--- src/rtl/servo_pkg.sv ---
// Servo PWM generator shared definitions.
// Parameter defaults, FSM state type and pulse-width helper.
package servo_pkg;

  localparam int DEF_PERIOD_CYCLES = 200_000;
  localparam int DEF_MIN_PULSE     = 10_000;
  localparam int DEF_SCALE         = 39;
  localparam int DEF_STEP_MAX      = 4;
  localparam int DEF_POS_MAX       = 255;

  localparam int CNT_W = 18;

  typedef logic [CNT_W-1:0] cnt_t;

  typedef enum logic [1:0] {
    DISABLED,
    HIGH,
    LOW
  } state_t;

  function automatic cnt_t pulse_width(
    input logic [7:0] pos,
    input int         min_pulse,
    input int         scale
  );
    return cnt_t'(min_pulse) + cnt_t'(pos) * cnt_t'(scale);
  endfunction

endpackage

--- src/rtl/servo_slew_limiter.sv ---
// Servo position slew limiter.
// Clamps the target and moves the applied position at most STEP_MAX per frame.
module servo_slew_limiter
  import servo_pkg::*;
#(
  parameter int STEP_MAX = DEF_STEP_MAX,
  parameter int POS_MAX  = DEF_POS_MAX
) (
  input  logic       clk,
  input  logic       reset,
  input  logic [7:0] target,
  input  logic [7:0] cur_pos,
  input  logic       update,
  input  logic       enable,
  output logic [7:0] next_pos
);

  localparam logic [8:0] STEP = 9'(STEP_MAX);
  localparam logic [8:0] PMAX = 9'(POS_MAX);

  logic [8:0] tgt;
  logic [8:0] cur;
  logic [8:0] diff;
  logic [8:0] step;
  logic [7:0] nxt;

  // Clamp the target and compute the rate-limited move without wrap.
  always_comb begin
    tgt  = {1'b0, target};
    cur  = {1'b0, cur_pos};
    diff = '0;
    step = '0;
    nxt  = cur_pos;
    if (tgt > PMAX)
      tgt = PMAX;
    if (tgt > cur) begin
      diff = tgt - cur;
      step = (diff < STEP) ? diff : STEP;
      nxt  = 8'(cur + step);
    end else if (tgt < cur) begin
      diff = cur - tgt;
      step = (diff < STEP) ? diff : STEP;
      nxt  = 8'(cur - step);
    end
  end

  // Applied position only moves at a frame boundary while enabled.
  always_ff @(posedge clk or posedge reset) begin
    if (reset)
      next_pos <= '0;
    else if (update && enable)
      next_pos <= nxt;
  end

endmodule

--- src/rtl/servo_pwm_gen.sv ---
// Hobby-servo PWM generator.
// Fixed frame, slew-limited position, registered glitch-free pulse.
module servo_pwm_gen
  import servo_pkg::*;
#(
  parameter int PERIOD_CYCLES = DEF_PERIOD_CYCLES,
  parameter int MIN_PULSE     = DEF_MIN_PULSE,
  parameter int SCALE         = DEF_SCALE,
  parameter int STEP_MAX      = DEF_STEP_MAX,
  parameter int POS_MAX       = DEF_POS_MAX
) (
  input  logic       clk,
  input  logic       reset,
  input  logic [7:0] position,
  input  logic       enable,
  output logic       pwm_out,
  output logic       frame_start,
  output logic [7:0] cur_pos
);

  if (MIN_PULSE + POS_MAX * SCALE >= PERIOD_CYCLES ||
      STEP_MAX < 1 || POS_MAX > 255 || POS_MAX < 0 ||
      PERIOD_CYCLES > (1 << CNT_W) || MIN_PULSE < 1) begin : g_bad_params
    $error("servo_pwm_gen: illegal parameter set");
  end

  localparam cnt_t LAST = cnt_t'(PERIOD_CYCLES - 1);

  cnt_t   period_cnt;
  cnt_t   cnt_next;
  cnt_t   pw;
  logic   started;
  logic   boundary;
  state_t state;
  state_t state_next;

  // The first edge after reset opens a frame without advancing the count.
  assign boundary = !started || (period_cnt == LAST);
  assign cnt_next = boundary ? '0 : period_cnt + cnt_t'(1);
  assign pw       = pulse_width(cur_pos, MIN_PULSE, SCALE);

  // Frame counter and frame-start strobe.
  always_ff @(posedge clk or posedge reset) begin
    if (reset) begin
      period_cnt  <= '0;
      started     <= 1'b0;
      frame_start <= 1'b0;
    end else begin
      period_cnt  <= cnt_next;
      started     <= 1'b1;
      frame_start <= boundary;
    end
  end

  // State register; pwm_out follows next state so it aligns with period_cnt.
  always_ff @(posedge clk or posedge reset) begin
    if (reset) begin
      state   <= DISABLED;
      pwm_out <= 1'b0;
    end else begin
      state   <= state_next;
      pwm_out <= (state_next == HIGH);
    end
  end

  // Next state from the upcoming count value.
  always_comb begin
    state_next = state;
    if (boundary) begin
      state_next = enable ? HIGH : DISABLED;
    end else begin
      unique case (state)
        HIGH:     if (cnt_next >= pw) state_next = LOW;
        LOW:      state_next = LOW;
        DISABLED: state_next = DISABLED;
        default:  state_next = DISABLED;
      endcase
    end
  end

  servo_slew_limiter #(
    .STEP_MAX (STEP_MAX),
    .POS_MAX  (POS_MAX)
  ) u_slew (
    .clk      (clk),
    .reset    (reset),
    .target   (position),
    .cur_pos  (cur_pos),
    .update   (boundary),
    .enable   (enable),
    .next_pos (cur_pos)
  );

endmodule

--- config.mk ---
export PLATFORM = sky130hd
export DESIGN_NAME = servo_pwm_gen
export DESIGN_NICKNAME = d
export VERILOG_FILES = /design/src/rtl/servo_pkg.sv /design/src/rtl/servo_slew_limiter.sv /design/src/rtl/servo_pwm_gen.sv
export SDC_FILE = /design/constraint.sdc
export NUM_CORES = 1
export LEC_CHECK = 0
export BUFFER_PORTS_ARGS = -buffer_cell sky130_fd_sc_hd__buf_2
export CORE_MARGIN = 2
export CORE_UTILIZATION = 45
export CTS_CLUSTER_DIAMETER = 60
export DETAILED_ROUTE_END_ITERATION = 8
export GPL_ROUTABILITY_DRIVEN = 0
export GPL_TIMING_DRIVEN = 0
export PLACE_DENSITY_LB_ADDON = 0.2
export SLEW_MARGIN = 40
export SYNTH_ARGS = -nofsm -noshare
export SYNTH_HDL_FRONTEND = slang
export SYNTH_SLANG_ARGS = --single-unit
--- constraint.sdc ---
create_clock -name clk -period 6.6 [get_ports clk]
set_input_delay 0 -clock clk [delete_from_list [all_inputs] [get_ports clk]]
set_output_delay 0 -clock clk [all_outputs]
set_load 0.02 [all_outputs]
* Word-level counts from Yosys, hierarchy flattened
Cells that the tools add are included.
** Operators by class
- $add $sub $neg :: 6
- $mul :: 1
- Order comparisons :: 5
- Eq/ne operators :: 4
- Mux-type cells :: 9
- Reduce and logical (&&, ||, !) cells :: 5
** Operator list (number)
- 2-to-1 mux 8 bit :: 4
- adder 18 x 1 -> 18 bit (second input constant) :: 1
- equality test 18 bit (second input constant) :: 1
- greater-or-equal comparator 18 x 15 -> 1 bit :: 1
- less-than comparator 9 x 3 -> 1 bit (second input constant) :: 2
- 2-to-1 mux 18 bit :: 1
- subtractor 8 x 8 -> 9 bit :: 2
- adder 14 x 14 -> 15 bit (first input constant) :: 1
- multiplier 8 x 6 -> 14 bit (second input constant) :: 1
- adder 8 bit :: 1
- > comparator 8 bit :: 1
- less-than comparator 8 bit :: 1
- subtractor 8 bit :: 1
- equality test 2 x 1 -> 1 bit (second input constant) :: 2
- 2-to-1 mux 2 bit :: 2
- one-hot mux 2 bit (2 select lines) :: 1
- equality test 2 bit (second input constant) :: 1
- AND reduction 2 bit :: 1
- nonzero test 2 bit :: 1
- logical AND 1 bit :: 1
- zero test 1 bit :: 1
- logical OR 1 bit :: 1
- 2-to-1 mux 1 bit :: 1
** Word-level totals
- Bits in registers :: 31
- Input bits :: 11
- Output and inout port bits :: 10
- Logic and storage cells :: 36

* Longest topological paths before layout
- Depth in word-level cells :: 8
- Depth in mapped cells :: 23
- Depth with buffers taken out :: 23

* Modules after synthesis
From an unflattened synthesis, not the netlist that was laid out.
** Second synthesis, totals
- Cells, all modules :: 505
- Area, all modules :: 4390.5 µm²
** By module, submodules not included
- servo_pwm_gen :: instances 1, cells an instance 270, area each 2588.7 µm², seq. area each 575.6 µm²
- servo_slew_limiter :: instances 1, cells an instance 235, area each 1801.7 µm², seq. area each 200.2 µm²

* Worst setup path after synthesis
No wires, ideal clock.
- Kind :: register to register
- Start point :: reg u_slew.next_pos[3]
- End point :: reg pwm_out
- Setup time :: 73 ps
- Arrival :: 5070 ps
- Required time :: 6527 ps
- Setup slack :: 1457 ps
- Cell stages (with the launch flop) :: 21
- Path buffers :: 0
- Clock period less this slack :: 5143 ps
- Cell sequence :: dfrtp_1 > inv_1 > fa_1 > inv_1 > ha_1 > fa_1 > ha_1 > fa_1 > a21o_1 > a21oi_1 > o21bai_1 > a21oi_1 > o21ai_0 > xnor2_1 > ha_1 > nor2b_1 > o21ai_0 > nand2b_1 > o311ai_0 > a22o_1 > nor2b_1
** On the way
- Word-level cells in the longest chain between the ends :: 7
** RTL lines
- start, declared :: RTL line servo_slew_limiter.sv:15 : output logic [7:0] next_pos
- start signal, assigned :: RTL line servo_slew_limiter.sv:52 : next_pos <= nxt;
- multiplier 8 x 6 -> 14 bit :: RTL line servo_pkg.sv:26 : return cnt_t'(min_pulse) + cnt_t'(pos) * cnt_t'(scale);
- adder 14 x 14 -> 15 bit :: RTL line servo_pkg.sv:26
- greater-or-equal comparator 18 x 15 -> 1 bit :: RTL line servo_pwm_gen.sv:73 : HIGH: if (cnt_next >= pw) state_next = LOW;
- 2-to-1 mux 2 bit :: RTL line servo_pwm_gen.sv:73
- one-hot mux 2 bit (2 select lines) :: RTL line servo_pwm_gen.sv:72 : unique case (state)
- 2-to-1 mux 2 bit :: RTL line servo_pwm_gen.sv:69 : if (boundary) begin
- named net state_next[0] :: RTL line servo_pwm_gen.sv:35 : state_t state_next;
- equality test 2 x 1 -> 1 bit :: RTL line servo_pwm_gen.sv:62 : pwm_out <= (state_next == HIGH);
- end signal, assigned :: RTL line servo_pwm_gen.sv:62
- end, declared :: RTL line servo_pwm_gen.sv:16 : output logic pwm_out,
The timed path passes the listed nets, and every way through them passes these cells.
A chain may end at the register's enable or synchronous reset.

* Worst setup path after layout
- Start point :: reg u_slew.next_pos[4]
- End point :: reg pwm_out
Same word-level chain as after synthesis.

==> flow_summary.toml <==
[finish]
diodes = 0
final_nets = 585
drive_above_1_share_pct = 10.00
area.growth.synth_to_final_pct = 8.616
n_fill_cell = 845

[routing]
wl_per_cell_um = 13.60
vias_per_cell = 5.344
num_vias = 3142
detail_route.wirelength_um = 7998
ant_nets = 0
drt-initial-drc-count = 129
drt_first_pass_iters = 4
drc = 0

[placement]
dp_hpwl_um = 6461
io_buffers = 20

[synth]
syn-num-nets = 556
synth_seq_area_share_pct = 19.64
yosys.area.top_type_share_pct = 24.39
yosysWarnings = 0
synth_common_cells = "77 x ha_1, 59 x inv_1, 41 x nor2_1, 31 x dfrtp_1, 28 x nand2_1"
yosys.area_share.simple_pct = 15.46
synth_top_family_by_area = "adder cells"
ys_ff_latch = 31
yosysMostFrequentCell = "ha_1"
synth_edf_count = 0
syn_inst = 450
synth_xor_area_share_pct = 7.761
yosys-top-cells-area = "ha_1 24%, dfrtp_1 20%, fa_1 9.1%, inv_1 5.6%, xor2_1 4.0%"
synth_mux_area_share_pct = 0.7602
yosysTopAreaCell = "ha_1"
ys_types = 58
synth_compound_area_share_pct = 16.31
synth_area_mm2 = 0.003950
yosys.area_share.adder_pct = 33.51
synth.avg_cell_area_um2 = 8.778
ys.flop_type = "dfrtp_1"
async_flop_share_pct = 100.0

[timing]
setup-violations-final = 0
finalCritPeriodShare_pct = 85.56
fin_tns_setup_ps = 0
hold_violations = 0
fin_crit_ps = 5647
rsz0062_at_grt = "false"
skew_ps = 4.761
max_freq_ghz = 0.1771
worst_slew_pin_slew_ps = 691.3
drv_slew = 0
relSlewSlack_pct = 53.85

[die]
num_rows = 34
die_y_um = 97.69
core_mm2 = 0.008636
fp.dieW_um = 97.69
die-area_mm2 = 0.009543
initial_core_util_pct = 45.74
ios = 21

[grt]
grt_max_degree = 32
grt_antenna_before_repair = 0
grt_overflow_total = 0
grt_pass1_wl_um = 13970
grt_pass1_vias = 2964
grt_util_all_layers_pct = 17.58

[worst_setup_path]
worstSetupPathType = "register to register"
cp.arrival_ps = 5860
worstPathRequired_ps = 6810
rr_endpoint = "pwm_out"
rrSetupSlack_ps = 950
reg2reg_depth = 20
r2r-start = "u_slew.next_pos[4]"
crit_path_end_kind = "register"
cp-start-kind = "register"
crit_path_max_fanout = 7

[run]
maxCapViolations = 0

[outcome]
status = "finished, final reports clean"

[clock_network]
clkLatencyLatePin_ps = 280
root_buffer = "clkbuf_8"
postCtsSetupBuffers = 0
cts_buffer_depth = 2
clkSinkCount = 31
h-tree-depth = 2
clk_pin_slew_ps = 70
cts_tree = "yes"
cts_inserted_buffers = 5

[hold_path]
holdCritPathClass = "input port to asynchronous set/reset pin"
per-layer routing:
metal	GRT usage, %	share of wire [%]	vias up
met2	26.95	43	56
met1	26.37	53	1482
met5	0	0	-
met4	3.312	0.78	0
li1	-	-	1597
met3	2.806	3.8	7
registers in the layout, indices dropped and copies added, names as in the netlist:
name	cells
frame_start	1
period_cnt	18
pwm_out	1
started	1
state	2
u_slew.next_pos	8
cell type report:
class / instances / area [um^2] / area share [%]
tap: 108 / 135.1 / 3.150
buffer: 7 / 33.78 / 0.7874
inverter: 59 / 221.5 / 5.162
clock inverter: 2 / 12.51 / 0.2916
timing repair buffer: 22 / 120.1 / 2.800
sequential: 31 / 775.7 / 18.08
clock buffer: 6 / 72.57 / 1.691
multi-input combinational: 353 / 2919 / 68.04
worst max-delay path by stage:
stage,startpoint,end,slack (ps),cells after the start
6_report,u_slew.next_pos[4],pwm_out,950,20
2_1_floorplan,u_slew.next_pos[3],pwm_out,1460,20
3_5_place_dp,u_slew.next_pos[4],pwm_out,960,20
3_3_place_gp,u_slew.next_pos[4],pwm_out,930,20
4_1_cts,u_slew.next_pos[4],pwm_out,900,20
5_1_grt,u_slew.next_pos[4],pwm_out,400,21
layout by cell type (no fill, tap or decap), drive strengths merged, types with 3 or more instances in the layout:
cell type  count
a211oi         4
a21o          11
a21oi         28
and3           4
buf           26
clkbuf         7
dfrtp         31
fa            18
ha            77
inv           59
mux2i          3
nand2         29
nand2b         6
nand3         10
nand4          5
nor2          41
nor2b          5
nor3           7
nor4           3
o21ai         25
o21bai         4
o31ai          3
xnor2         17
xor2          18
timing repair:
action	CTS	global route
hold buffers	2	0
endpoints found under the hold margin	32	0
resized for setup	0	0
through the flow:
| stage | setup slack [ps] | area (um^2) | instances | utilization [%] | hold slack [ps] |
|---|---|---|---|---|---|
| 2_1_floorplan | 1457 | 3950 | 450 | - | 103.5 |
| 3_3_place_gp | 934.9 | 4185 | 578 | 48.46 | 283.1 |
| 3_5_place_dp | 958.5 | 4185 | 578 | 48.46 | 156.2 |
| 4_1_cts | 895.5 | 4290 | 588 | 49.68 | 398.4 |
| 5_1_grt | 401.7 | 4290 | 588 | 49.68 | 441.5 |
| 6_report | 953.0 | 4290 | 588 | 49.68 | 370.9 |
critical path: stages (launching register included):
cell and delay (ps):
dfrtp_1 580, inv_1 230, fa_1 550, inv_1 50, ha_1 310, fa_1 490
ha_1 330, fa_1 470, a21o_1 180, a21oi_1 210, o21bai_1 100, a21oi_1 210
o21ai_0 190, xnor2_1 170, ha_1 290, nor2b_1 130, o21ai_0 130, nand2b_1 90
o311ai_0 520, a22o_1 220, nor2b_1 130
kinds of logic after synthesis:
logic type               after synthesis
other                                  1
AO/OA/AOI/OAI                         96
buffers and inverters                 66
XOR/XNOR                              35
multiplexers                           3
adder cells (fa/ha/maj)               95
AND/OR/NAND/NOR                      123
flip-flops                            31
Power is not shown: default switching activity piles up to over one toggle a cycle in this logic, so the estimate is an artifact.
